File: config.mk
export PLATFORM = sky130hd
export DESIGN_NAME = acl_motion_filter
export DESIGN_NICKNAME = d
export VERILOG_FILES = /design/src/rtl/acl_motion_filter.sv
export SDC_FILE = /design/constraint.sdc
export NUM_CORES = 1
export LEC_CHECK = 0
export CAP_MARGIN = 25
export CORE_ASPECT_RATIO = 0.9
export CORE_MARGIN = 1.5
export CORE_UTILIZATION = 29
export DETAILED_ROUTE_END_ITERATION = 8
export PLACE_DENSITY_LB_ADDON = 0.12
export SYNTH_ARGS = -nofsm -noshare
export SYNTH_HDL_FRONTEND = slang
export SYNTH_SLANG_ARGS = --single-unit
File: constraint.sdc
create_clock -name CLK100MHZ -period 6.1 [get_ports CLK100MHZ]
set_clock_uncertainty 0.15 [all_clocks]
set_input_delay 0.61 -clock CLK100MHZ [delete_from_list [all_inputs] [get_ports CLK100MHZ]]
set_output_delay 0.61 -clock CLK100MHZ [all_outputs]
set_load 0.005 [all_outputs]
File: src/rtl/acl_motion_filter.sv
// Accelerometer conditioning: CDC-filtered sampling, windowed averaging,
// deadzone and clamp on X/Y, averaged Z tilt, one valid pulse per window.
module acl_motion_filter #(
    parameter int unsigned SAMPLE_DIV = 100000,
    parameter int unsigned AVG_LOG2   = 3,
    parameter int unsigned DEADZONE   = 2,
    parameter int unsigned MAX_STEP   = 3
) (
    input  logic               CLK100MHZ,
    input  logic               reset_n,
    input  logic               enable,
    input  logic [14:0]        acl_data,
    output logic signed [3:0]  step_x,
    output logic signed [3:0]  step_y,
    output logic signed [4:0]  tilt_z,
    output logic               step_valid,
    output logic               busy
);

    localparam int unsigned AXIS_W = 5;
    localparam int unsigned WORD_W = 15;
    localparam int unsigned STEP_W = 4;
    localparam int unsigned SUM_W  = AXIS_W + AVG_LOG2;
    localparam int unsigned CNT_W  = AVG_LOG2 + 1;
    localparam int unsigned TICK_W = $clog2(SAMPLE_DIV);
    localparam int unsigned WIN    = 2 ** AVG_LOG2;

    localparam logic [CNT_W-1:0]  LAST_CNT  = CNT_W'(WIN - 1);
    localparam logic [TICK_W-1:0] TICK_LAST = TICK_W'(SAMPLE_DIV - 1);
    localparam logic signed [5:0] DZ        = 6'(DEADZONE);
    localparam logic signed [5:0] MX        = 6'(MAX_STEP);

    typedef enum logic [1:0] {S_IDLE, S_ACCUM, S_CALC, S_OUT} state_e;

    state_e                     state_q, state_d;
    logic [TICK_W-1:0]          tick_cnt_q, tick_cnt_d;
    logic                       tick_c;
    logic [WORD_W-1:0]          s1_q, s2_q, stable_q, stable_d;
    logic signed [SUM_W-1:0]    sum_x_q, sum_x_d, sum_y_q, sum_y_d, sum_z_q, sum_z_d;
    logic [CNT_W-1:0]           cnt_q, cnt_d;
    logic signed [STEP_W-1:0]   res_x_q, res_x_d, res_y_q, res_y_d;
    logic signed [AXIS_W-1:0]   res_z_q, res_z_d;
    logic signed [STEP_W-1:0]   step_x_q, step_x_d, step_y_q, step_y_d;
    logic signed [AXIS_W-1:0]   tilt_z_q, tilt_z_d;
    logic                       step_valid_q, step_valid_d;
    logic                       busy_q, busy_d;

    function automatic logic signed [SUM_W-1:0] ext(input logic [AXIS_W-1:0] a);
        return SUM_W'($signed(a));
    endfunction

    // Arithmetic shift floors toward -inf; the mean always fits in one axis width.
    function automatic logic signed [AXIS_W-1:0] mean(input logic signed [SUM_W-1:0] s);
        return AXIS_W'(s >>> AVG_LOG2);
    endfunction

    function automatic logic signed [STEP_W-1:0] shape(input logic signed [AXIS_W-1:0] m);
        logic signed [5:0] v;
        logic signed [5:0] r;
        v = {m[AXIS_W-1], m};
        if (v > DZ)       r = v - DZ;
        else if (v < -DZ) r = v + DZ;
        else              r = '0;
        if (r > MX)       r = MX;
        else if (r < -MX) r = -MX;
        return STEP_W'(r);
    endfunction

    assign tick_c = (tick_cnt_q == TICK_LAST);

    always_comb begin
        state_d      = state_q;
        tick_cnt_d   = tick_c ? '0 : tick_cnt_q + TICK_W'(1);
        stable_d     = (s2_q == s1_q) ? s2_q : stable_q;
        sum_x_d      = sum_x_q;
        sum_y_d      = sum_y_q;
        sum_z_d      = sum_z_q;
        cnt_d        = cnt_q;
        res_x_d      = res_x_q;
        res_y_d      = res_y_q;
        res_z_d      = res_z_q;
        step_x_d     = step_x_q;
        step_y_d     = step_y_q;
        tilt_z_d     = tilt_z_q;
        step_valid_d = 1'b0;

        case (state_q)
            S_IDLE: begin
                sum_x_d = '0;
                sum_y_d = '0;
                sum_z_d = '0;
                cnt_d   = '0;
                if (enable) state_d = S_ACCUM;
            end
            S_ACCUM: begin
                // Dropping enable abandons the partial window; IDLE clears it.
                if (!enable) begin
                    state_d = S_IDLE;
                end else if (tick_c) begin
                    sum_x_d = sum_x_q + ext(stable_q[14:10]);
                    sum_y_d = sum_y_q + ext(stable_q[9:5]);
                    sum_z_d = sum_z_q + ext(stable_q[4:0]);
                    cnt_d   = cnt_q + CNT_W'(1);
                    if (cnt_q == LAST_CNT) state_d = S_CALC;
                end
            end
            S_CALC: begin
                res_x_d = shape(mean(sum_x_q));
                res_y_d = shape(mean(sum_y_q));
                res_z_d = mean(sum_z_q);
                state_d = S_OUT;
            end
            S_OUT: begin
                step_x_d     = res_x_q;
                step_y_d     = res_y_q;
                tilt_z_d     = res_z_q;
                step_valid_d = 1'b1;
                sum_x_d      = '0;
                sum_y_d      = '0;
                sum_z_d      = '0;
                cnt_d        = '0;
                state_d      = enable ? S_ACCUM : S_IDLE;
            end
            default: state_d = S_IDLE;
        endcase

        busy_d = (state_d != S_IDLE);
    end

    always_ff @(posedge CLK100MHZ or negedge reset_n) begin
        if (!reset_n) begin
            state_q      <= S_IDLE;
            tick_cnt_q   <= '0;
            s1_q         <= '0;
            s2_q         <= '0;
            stable_q     <= '0;
            sum_x_q      <= '0;
            sum_y_q      <= '0;
            sum_z_q      <= '0;
            cnt_q        <= '0;
            res_x_q      <= '0;
            res_y_q      <= '0;
            res_z_q      <= '0;
            step_x_q     <= '0;
            step_y_q     <= '0;
            tilt_z_q     <= '0;
            step_valid_q <= 1'b0;
            busy_q       <= 1'b0;
        end else begin
            state_q      <= state_d;
            tick_cnt_q   <= tick_cnt_d;
            s1_q         <= acl_data;
            s2_q         <= s1_q;
            stable_q     <= stable_d;
            sum_x_q      <= sum_x_d;
            sum_y_q      <= sum_y_d;
            sum_z_q      <= sum_z_d;
            cnt_q        <= cnt_d;
            res_x_q      <= res_x_d;
            res_y_q      <= res_y_d;
            res_z_q      <= res_z_d;
            step_x_q     <= step_x_d;
            step_y_q     <= step_y_d;
            tilt_z_q     <= tilt_z_d;
            step_valid_q <= step_valid_d;
            busy_q       <= busy_d;
        end
    end

    assign step_x     = step_x_q;
    assign step_y     = step_y_q;
    assign tilt_z     = tilt_z_q;
    assign step_valid = step_valid_q;
    assign busy       = busy_q;

endmodule

==> summary.md <==
| Metric | Value |
|---|---|
| Worst-path cell chain | `or4b_4 -> nor4_4 -> a31oi_4 -> buf_4 -> or4_1 -> nand3_1` |
| Number of port buffers | `32` |
| Status | `completed` |
| Mapped cell area | `0.00579 mm2` |
| Setup TNS | `0 ns` |
| Placer Congestion | `0.760` |
| Seq/Total Area, Yosys | `0.519` |
| Max-slew headroom | `0.429` |
| Period utilisation layout | `0.454` |
| H-tree depth | `4` |
| Worst Setup End Kind | `register` |
| WL/cell | `14.1 um` |
| Starting Density | `0.299` |
| Mapped Cells | `503` |
| Global-route wire length before repair | `19800 um` |
| Hold Fails Final Rpt | `0` |
| Main flop type after synthesis | `dfrtp_1` |
| Starting DRT DRC Count | `169` |
| RSZ-0062 raised after global routing | `false` |
| DRC | `0` |
| Synth warn | `0` |
| Clk_lat worst skew | `0.42 ns` |
| Drt via density | `4.72` |
| Layout area overhead | `21.4%` |
| Setup Buffers After CTS | `0` |
| Fin util | `0.363` |
| Row cnt | `48` |
| Slowest stage delay, CP | `0.59 ns` |
| Number of cells on the worst reg-to-reg path | `6` |
| Critical path required time | `6.30 ns` |
| Arrival time at the worst endpoint | `2.97 ns` |
| First-pass DRT Iterations | `4` |
| Die width | `152 um` |
| Cts bufs inserted | `17` |
| Syn_area_per_cell | `11.5 um2` |
| Critical R2R Capture | `cnt_q[3]` |
| Clock buffer depth | `2` |
| Post-cts sizing count | `0` |
| Crit path launch type | `register` |
| Clock root buffer master | `clkbuf_16` |
| Peak Freq | `361 MHz` |
| Vias after detailed routing | `3802` |
| Die area | `0.0208 mm2` |
| Total power | `2.21 mW` |
| Antenna-violating nets left | `0` |
| Max FO, Critical Path | `51` |
| Max-slew violations | `0` |
| Clk slew on worst S/H paths | `0.05 ns` |
| R2R Setup Slk | `3.33 ns` |
| Grt total ovfl | `0` |
| CTS tree | `done` |
| Tightest Hold Check Type | `in2async` |
| Initial antenna violation count | `0` |
| Synthesized Nets | `557` |
| Vias in the first global route | `3867` |
| Max_cap viols | `0` |
| Finished Layout Cells | `806` |
| Fraction of layout instances using a drive strength above 1 | `0.135` |
| Actual slew at the worst max-slew pin | `0.856 ns` |
| Largest net degree at the start of global routing | `66` |
| Antenna fix cells | `0` |
| Clock sink count | `120` |
| Core Area | `0.0193 mm2` |
| Post-DP HPWL | `7970 um` |
| WL final | `11400 um` |
| Pwr per Cell Area | `314 mW/mm2` |
| Die height | `137 um` |
| Synthesis-stage register bit count | `120` |
| Minimum clock period | `2.77 ns` |
| Worst vdd ir | `0.186 mV` |
| Ports | `33` |
| Final setup vio count | `0` |
| Unique masters post-synth | `50` |
| Worst Setup Path Type | `reg2reg` |
| Origin of the critical flop-to-flop path | `tick_cnt_q[5]` |
| Hold-fix buffer count after cts | `0` |
| Lkg Pwr | `3.16 nW` |
| Async set-reset flop share out of synthesis | `1.00` |
| EDFF count, synth | `0` |
| GRT Overall Usage | `0.121` |
| Placed Cells | `775` |
| Crit-path slowest cell | `or4b_4` |
| Final #Nets | `598` |
synthesized netlist by cell type, types with 2 or more instances:
cell	count	area, um2
xor2_1	23	201
nand3_1	16	80.1
nand2_1	40	150
and3_1	2	12.5
o211ai_1	3	22.5
ha_1	33	413
a211oi_1	9	67.6
xnor2_1	19	166
dfrtp_1	120	3000
a21oi_1	20	100
buf_6	2	22.5
a21o_1	6	45.0
o41ai_1	6	52.6
a32oi_1	3	26.3
o21ai_0	19	95.1
o31ai_1	6	45.0
and2_1	9	56.3
nand4_1	6	37.5
a31oi_1	2	12.5
a2111oi_0	3	26.3
o221a_2	2	22.5
nor4_1	5	31.3
or2_2	2	12.5
nor3_1	7	35.0
inv_1	18	67.6
o32a_1	2	20.0
nor2_1	29	109
nor3b_1	2	15.0
a22o_1	6	52.6
a311o_1	3	30.0
clkbuf_1	9	33.8
mux2_2	33	372
o21a_1	3	22.5
nand3b_1	5	37.5
or4_1	2	15.0
fa_1	3	60.1
nand2b_1	6	37.5
o21bai_1	5	37.5
a21boi_0	2	15.0
o22ai_1	2	12.5
where the power goes:
group / internal (mW) / total [mW] / switching (mW) / leakage [nW]
combinational: 0.0779 / 0.225 / 0.147 / 1.27
clock: 0.745 / 1.11 / 0.363 / 0.309
sequential: 0.842 / 0.873 / 0.0312 / 1.58
worst max-delay path, delay by kind of cell, from the launching register on:
| family | cells | cell delay [ns] |
|---|---|---|
| AOI/OAI and AO/OA | 1 | 0.13 |
| buffers and inverters | 1 | 0.29 |
| and+or+nand+nor | 4 | 1.70 |
| DFF | 1 | 0.43 |
sequential cells by signal, summed over array words and instances (netlist names):
name / cells
busy: 1
cnt_q: 4
res_x_q: 4
res_y_q: 4
res_z_q: 5
s1_q: 15
s2_q: 15
stable_q: 15
state_q: 2
step_valid: 1
step_x: 4
step_y: 4
sum_x_q: 8
sum_y_q: 8
sum_z_q: 8
tick_cnt_q: 17
tilt_z: 5
cell type report:
cell class                 count  area [um2]
fill                        1865       12300
tap                          250         313
clock inverter                11         195
inverter                      18        67.6
multi-input combinational    352        2650
sequential                   120        3000
clock buffer                  20         457
timing repair buffer          35         340
kinds of logic (layout without fill, tap and decap cells):
logic type / Yosys count / count (layout) / share of synthesized area
XOR/XNOR: 42 / 42 / 0.0636
AO/OA/AOI/OAI: 104 / 104 / 0.127
buffers and inverters: 31 / 84 / 0.0236
flip-flops: 120 / 120 / 0.519
AND/OR/NAND/NOR: 137 / 137 / 0.121
adder cells (fa/ha/maj): 36 / 36 / 0.0817
multiplexers: 33 / 33 / 0.0642
worst max path at each step:
| stage | startpoint | endpoint | slack (ns) | cells past startpoint |
|---|---|---|---|---|
| global route | state_q[0] | sum_x_q[6] | 3.15 | 7 |
| floorplan | tick_cnt_q[5] | cnt_q[3] | 3.79 | 5 |
| finish | tick_cnt_q[5] | cnt_q[3] | 3.33 | 6 |
| detailed placement | tick_cnt_q[5] | cnt_q[3] | 3.36 | 6 |
| CTS | tick_cnt_q[5] | cnt_q[3] | 3.34 | 6 |
| global placement | tick_cnt_q[5] | cnt_q[3] | 3.41 | 6 |
metal layers:
metal  up-vias  part of all wire  track usage
met5         -                 0            0
met4         0             0.016       0.0561
met3        16             0.038       0.0396
met2        64              0.44        0.176
met1      1805              0.51        0.164
li1       1917                 -            -
stage by stage:
stage | worst slack (ns) | cell area (um2) | hold WS (ns)
detailed placement | 3.36 | 6370 | 0.234
CTS | 3.34 | 7020 | 0.183
floorplan | 3.79 | 5790 | 0.164
finish | 3.33 | 7020 | 0.152
global route | 3.15 | 7020 | 0.215
global placement | 3.41 | 6370 | 0.230
layout by cell type, fill, tap and decap left out, drive strengths merged, types with 3 or more instances in the layout:
master | netlist | final
o21ai | 19 | 19
o21bai | 5 | 5
dfrtp | 120 | 120
o41ai | 6 | 6
and2 | 9 | 9
clkbuf | 9 | 20
o211ai | 3 | 3
a21oi | 20 | 20
bufinv | 0 | 5
a31oi | 3 | 3
nor4 | 6 | 6
nand2 | 40 | 40
o21a | 3 | 3
o31ai | 6 | 6
a32oi | 3 | 3
clkdlybuf4s50 | 0 | 31
inv | 18 | 19
ha | 33 | 33
nor3 | 7 | 7
nand3b | 5 | 5
a211oi | 9 | 9
a22o | 6 | 6
xnor2 | 19 | 19
a311o | 3 | 3
buf | 4 | 4
mux2 | 33 | 33
xor2 | 23 | 23
nand2b | 6 | 6
a21o | 6 | 6
nand4 | 6 | 6
nor2 | 30 | 30
a2111oi | 3 | 3
fa | 3 | 3
nand3 | 16 | 16
clkinvlp | 0 | 3
(Power assumes the default switching activity.)
